==> src/rtl/sdm_int_sched.sv <==
// Round-robin integrate-and-dump scheduler sharing one integrator between NCH channels.
// Each conversion clears the integrator, enables it for N clocks, then captures a channel-tagged result.
module sdm_int_sched #(
   parameter int unsigned NCH     = 4,
   parameter int unsigned D_WIDTH = 9,
   parameter int unsigned OSR_W   = 8
) (
   input  logic                                 i_clk,
   input  logic                                 i_rst_n,
   input  logic                                 i_run,
   input  logic [NCH-1:0]                       i_ch_mask,
   input  logic [OSR_W-1:0]                     i_osr,
   output logic                                 o_int_rst,
   output logic                                 o_int_en,
   output logic [((NCH > 1) ? $clog2(NCH) : 1)-1:0] o_ch_sel,
   input  logic [D_WIDTH-1:0]                   i_int_y,
   output logic [D_WIDTH-1:0]                   o_data,
   output logic [((NCH > 1) ? $clog2(NCH) : 1)-1:0] o_ch,
   output logic                                 o_valid,
   input  logic                                 i_ready,
   output logic                                 o_busy
);

   localparam int unsigned CH_W = (NCH > 1) ? $clog2(NCH) : 1;

   typedef enum logic [2:0] {
      S_IDLE    = 3'd0,
      S_CLEAR   = 3'd1,
      S_INTEG   = 3'd2,
      S_WAIT    = 3'd3,
      S_CAPTURE = 3'd4
   } state_t;

   state_t             state_q, state_d;
   logic [OSR_W-1:0]   cnt_q, cnt_d;
   logic [CH_W-1:0]    ch_q, ch_d;
   logic [CH_W-1:0]    last_q, last_d;
   logic [D_WIDTH-1:0] data_q, data_d;
   logic [CH_W-1:0]    och_q, och_d;
   logic               valid_q, valid_d;
   logic               int_rst_q, int_en_q, busy_q;

   logic [CH_W-1:0]    base_c, hi_pick_c, lo_pick_c, next_ch_c;
   logic               hi_found_c, any_ch_c;

   // Round-robin pick: lowest enabled index above the last served channel, else lowest enabled.
   always_comb begin
      base_c     = (state_q == S_CAPTURE) ? ch_q : last_q;
      hi_pick_c  = '0;
      lo_pick_c  = '0;
      hi_found_c = 1'b0;
      any_ch_c   = |i_ch_mask;
      for (int i = int'(NCH) - 1; i >= 0; i--) begin
         if (i_ch_mask[i]) begin
            lo_pick_c = CH_W'(i);
            if (CH_W'(i) > base_c) begin
               hi_pick_c  = CH_W'(i);
               hi_found_c = 1'b1;
            end
         end
      end
      next_ch_c = hi_found_c ? hi_pick_c : lo_pick_c;
   end

   always_comb begin
      state_d = state_q;
      cnt_d   = cnt_q;
      ch_d    = ch_q;
      last_d  = last_q;
      data_d  = data_q;
      och_d   = och_q;
      valid_d = valid_q;

      if (valid_q && i_ready) begin
         valid_d = 1'b0;
      end

      unique case (state_q)
         S_IDLE: begin
            if (i_run && any_ch_c) begin
               state_d = S_CLEAR;
               ch_d    = next_ch_c;
            end
         end
         S_CLEAR: begin
            cnt_d   = (i_osr == '0) ? OSR_W'(1) : i_osr;
            state_d = S_INTEG;
         end
         S_INTEG: begin
            if (cnt_q == OSR_W'(1)) begin
               state_d = (valid_q && !i_ready) ? S_WAIT : S_CAPTURE;
            end else begin
               cnt_d = cnt_q - OSR_W'(1);
            end
         end
         S_WAIT: begin
            if (!valid_q || i_ready) begin
               state_d = S_CAPTURE;
            end
         end
         S_CAPTURE: begin
            // A new load overrides any handshake clear at the same edge.
            data_d  = i_int_y;
            och_d   = ch_q;
            valid_d = 1'b1;
            last_d  = ch_q;
            if (i_run && any_ch_c) begin
               state_d = S_CLEAR;
               ch_d    = next_ch_c;
            end else begin
               state_d = S_IDLE;
            end
         end
         default: state_d = S_IDLE;
      endcase
   end

   // Integrator controls and busy are registered from the next state so they align with it.
   always_ff @(posedge i_clk or negedge i_rst_n) begin
      if (!i_rst_n) begin
         state_q   <= S_IDLE;
         cnt_q     <= '0;
         ch_q      <= '0;
         last_q    <= CH_W'(NCH - 1);
         data_q    <= '0;
         och_q     <= '0;
         valid_q   <= 1'b0;
         int_rst_q <= 1'b0;
         int_en_q  <= 1'b0;
         busy_q    <= 1'b0;
      end else begin
         state_q   <= state_d;
         cnt_q     <= cnt_d;
         ch_q      <= ch_d;
         last_q    <= last_d;
         data_q    <= data_d;
         och_q     <= och_d;
         valid_q   <= valid_d;
         int_rst_q <= (state_d == S_CLEAR);
         int_en_q  <= (state_d == S_INTEG);
         busy_q    <= (state_d != S_IDLE);
      end
   end

   assign o_int_rst = int_rst_q;
   assign o_int_en  = int_en_q;
   assign o_ch_sel  = ch_q;
   assign o_data    = data_q;
   assign o_ch      = och_q;
   assign o_valid   = valid_q;
   assign o_busy    = busy_q;

endmodule

==> config.mk <==
export PLATFORM = sky130hd
export DESIGN_NAME = sdm_int_sched
export DESIGN_NICKNAME = d
export VERILOG_FILES = /design/src/rtl/sdm_int_sched.sv
export SDC_FILE = /design/constraint.sdc
export NUM_CORES = 1
export LEC_CHECK = 0
export BUFFER_PORTS_ARGS = -buffer_cell sky130_fd_sc_hd__clkbuf_2
export CORE_AREA = 3 3 59 61
export DETAILED_ROUTE_END_ITERATION = 8
export DIE_AREA = 0 0 62 64
export GPL_ROUTABILITY_DRIVEN = 0
export PLACE_DENSITY = 0.74
export SKIP_CTS_REPAIR_TIMING = 1
export SLEW_MARGIN = 5
export SYNTH_ARGS = -nofsm -noshare
export SYNTH_HDL_FRONTEND = slang
export SYNTH_SLANG_ARGS = --single-unit
==> constraint.sdc <==
create_clock -name i_clk -period 2.3 [get_ports i_clk]
set_clock_uncertainty 0.05 [all_clocks]
set_input_delay 0.345 -clock i_clk [delete_from_list [all_inputs] [get_ports i_clk]]
set_output_delay 0.345 -clock i_clk [all_outputs]
set_load 0.05 [all_outputs]
==> results.md <==
- Status: completed
- TritonCTS Buffers: 5
- Reg-to-reg slack, setup: 0.33 ns
- Routed len/inst: 13.4 um
- Die Wd: 62 um
- Async S/R FF share, synth: 1.00
- YS warnings: 0
- Initial core utilization: 0.502
- Final Setup Violations: 0
- DRT Pass-1 Iters: 4
- FMAX: 508 MHz
- Via Count: 1322
- Die Y: 64 um
- Sw frac: 0.505
- Clock Power Share: 0.115
- Fin. max-slew vios: 0
- Cell internal pwr: 0.00142 W
- Clk Latency, worst-skew pair: 0.33 ns
- # rows: 20
- Sequential share of the synthesized area: 0.496
- RR Endpoint: cnt_q[1]
- DRT antenna net count: 0
- Top FF cell, synth: dfrtp_1
- P&R area growth vs syn: 20.8%
- Leak pwr: 0.907 nW
- Clk pin slew, worst setup/hold paths: 0.10 ns
- Pwr dens: 1560 mW/mm^2
- Register bit count reported by yosys: 30
- Fin util: 0.606
- Combinational share of power: 0.538
- Clock sink total: 30
- Boundary pin count: 42
- Initial antenna violation count: 0
- Number of synthesized flops with an enable pin: 0
- Synthesized Nets: 185
- Final Routed Wirelength: 3330 um
- Startpoint types: flip-flop
- VDD IR max: 914 uV
- Slew headroom: 0.517
- CTS tree: yes
- Total Routing Usage GR: 0.197
- Most frequent cells in the layout: clkbuf_2 (41), nand2_1 (37), dfrtp_1 (28), nor2_1 (8), o21ai_0 (7)
- Crit Path Max Fanout: 9
- Via-per-instance ratio: 5.31
- Root Buffer: clkbuf_4
- Max H-tree Level: 2
- Period minus WS final: 1.97 ns
- Antenna diodes: 0
- Fin. Hold Viols: 0
- WP data arrival: 2.13 ns
- Hold Crit Class: in2async
- Global-route wire length before repair: 5840 um
- WP data required: 2.46 ns
- Buffers on Ports: 41
- Core Area: 0.00303 mm^2
- Initial DRC count: 89
- Path depth of the worst reg2reg path: 5
- Max-Cap Viols: 0
- Library cells used by synthesis: 40
- Grt ovf: 0
- Synthesized area: 0.00152 mm^2
- Crit end category: flip-flop
- Die area: 0.00397 mm^2
- Worst Max-Slew Pin Slew: 0.725 ns
- Design Area, Final: 0.00184 mm^2
- Nets: 231
- CTS Buffer Depth: 2
- RSZ-0062 raised after global routing: no
- DRC viols: 0
- Post-DP HPWL: 2410 um
- Worst R2R Start: cnt_q[2]
- Share of cells above drive strength 1: 0.312
- Critical Setup Path Class: reg2reg
- NetSw: 0.00144 W
- Largest net degree at the start of global routing: 31
- Sequential share of power: 0.347
- DP Area: 0.00178 mm^2
- Power, Total: 0.00286 W
- Setup_tns: 0 ns
- Avg Synthesized Cell Area: 9.61 um^2
- Final Cycle Share: 0.855
- Vias in the first global route: 1320
- Commonest non-fill, non-tap cell in the layout: clkbuf_2
- Post-Syn Instances: 158
## worst max-delay path, stage by stage, from the launching register on
cell     delay [ns]
dfrtp_1        0.45
nor3_1         0.47
a31oi_4        0.24
nor2_4         0.29
inv_4          0.06
mux2_4         0.30
## power groups by stage
stage	logic [W]	clock network [W]	registers (W)
2_1_floorplan	0.000714	0	0.00146
3_3_place_gp	0.00152	0	0.000985
3_5_place_dp	0.00154	0	0.000995
4_1_cts	0.00155	0.000342	0.000992
5_1_grt	0.00168	0.000363	0.00104
6_report	0.00154	0.000328	0.000994
## per-stage QoR
step,hold slack (ns),worst slack [ns],instances
after global placement,0.378,0.428,241
after global routing,0.0449,0.222,249
final,0.00360,0.333,249
after CTS,0.0231,0.333,249
after detailed placement,0.391,0.358,241
after floorplan,-0.000591,0.249,158
## layer usage
metal | vias to the layer above | part of all wire | track usage
li1 | 661 | - | -
met1 | 611 | 0.45 | 0.260
met2 | 45 | 0.46 | 0.304
met3 | 5 | 0.069 | 0.0545
met4 | 0 | 0.017 | 0.0716
met5 | - | 0 | 0
## layout make-up
class / instances / area [um^2]
repair buffers: 44 / 228
flip-flops and latches: 30 / 753
fillers: 275 / 1190
clock buffers: 7 / 55.1
well taps: 44 / 55.1
clock inverters: 1 / 5.00
inverters: 7 / 28.8
multi-input cells: 116 / 711
## synthesized netlist by cell type, types with 2 or more instances
cell       number  area share
a22oi_1         3       0.015
a21oi_1         3      0.0099
nor2_1          8       0.020
nand2_1        37       0.091
o2bb2ai_1       5       0.029
nor3_1          5       0.016
dfrtp_1        28        0.46
nor3b_1         3       0.015
nor2b_1         2      0.0082
nand3_1         4       0.013
nor3b_2         2       0.016
o21ai_0         7       0.023
or2_2           2      0.0082
or3_1           2      0.0082
o22ai_1         6       0.025
nor4_1          4       0.016
ha_1            2       0.016
o211ai_1        2      0.0099
a32o_1          2       0.013
inv_1           6       0.015
clkbuf_1        4      0.0099
dfstp_2         2       0.035
or3b_2          2       0.012
## cell families (layout without fill, tap and decap cells)
group,after synthesis,count (layout),share of synthesized area
adder cells (fa/ha/maj),2,2,0.0165
buffers and inverters,12,59,0.0362
AO/OA/AOI/OAI,36,36,0.181
flip-flops,30,30,0.496
AND/OR/NAND/NOR,76,76,0.254
multiplexers,2,2,0.0165
## how the worst max path moves through the flow
| stage | startpoint | to |
|---|---|---|
| after floorplan | o_ch_sel[0] | o_ch_sel[1] |
| after detailed placement | cnt_q[2] | cnt_q[1] |
| after global routing | cnt_q[2] | cnt_q[1] |
| after CTS | cnt_q[2] | cnt_q[1] |
| final | cnt_q[2] | cnt_q[1] |
| after global placement | state_q[0] | o_ch_sel[1] |
## state kept, by name, summed over array words and instances, names as in the netlist
| name | cells |
|---|---|
| state_q | 3 |
| last_q | 2 |
| o_valid | 1 |
| o_int_rst | 1 |
| cnt_q | 8 |
| o_data | 9 |
| o_ch | 2 |
| o_ch_sel | 2 |
| o_busy | 1 |
| o_int_en | 1 |
Note: power is estimated with default switching activity, not from simulation.
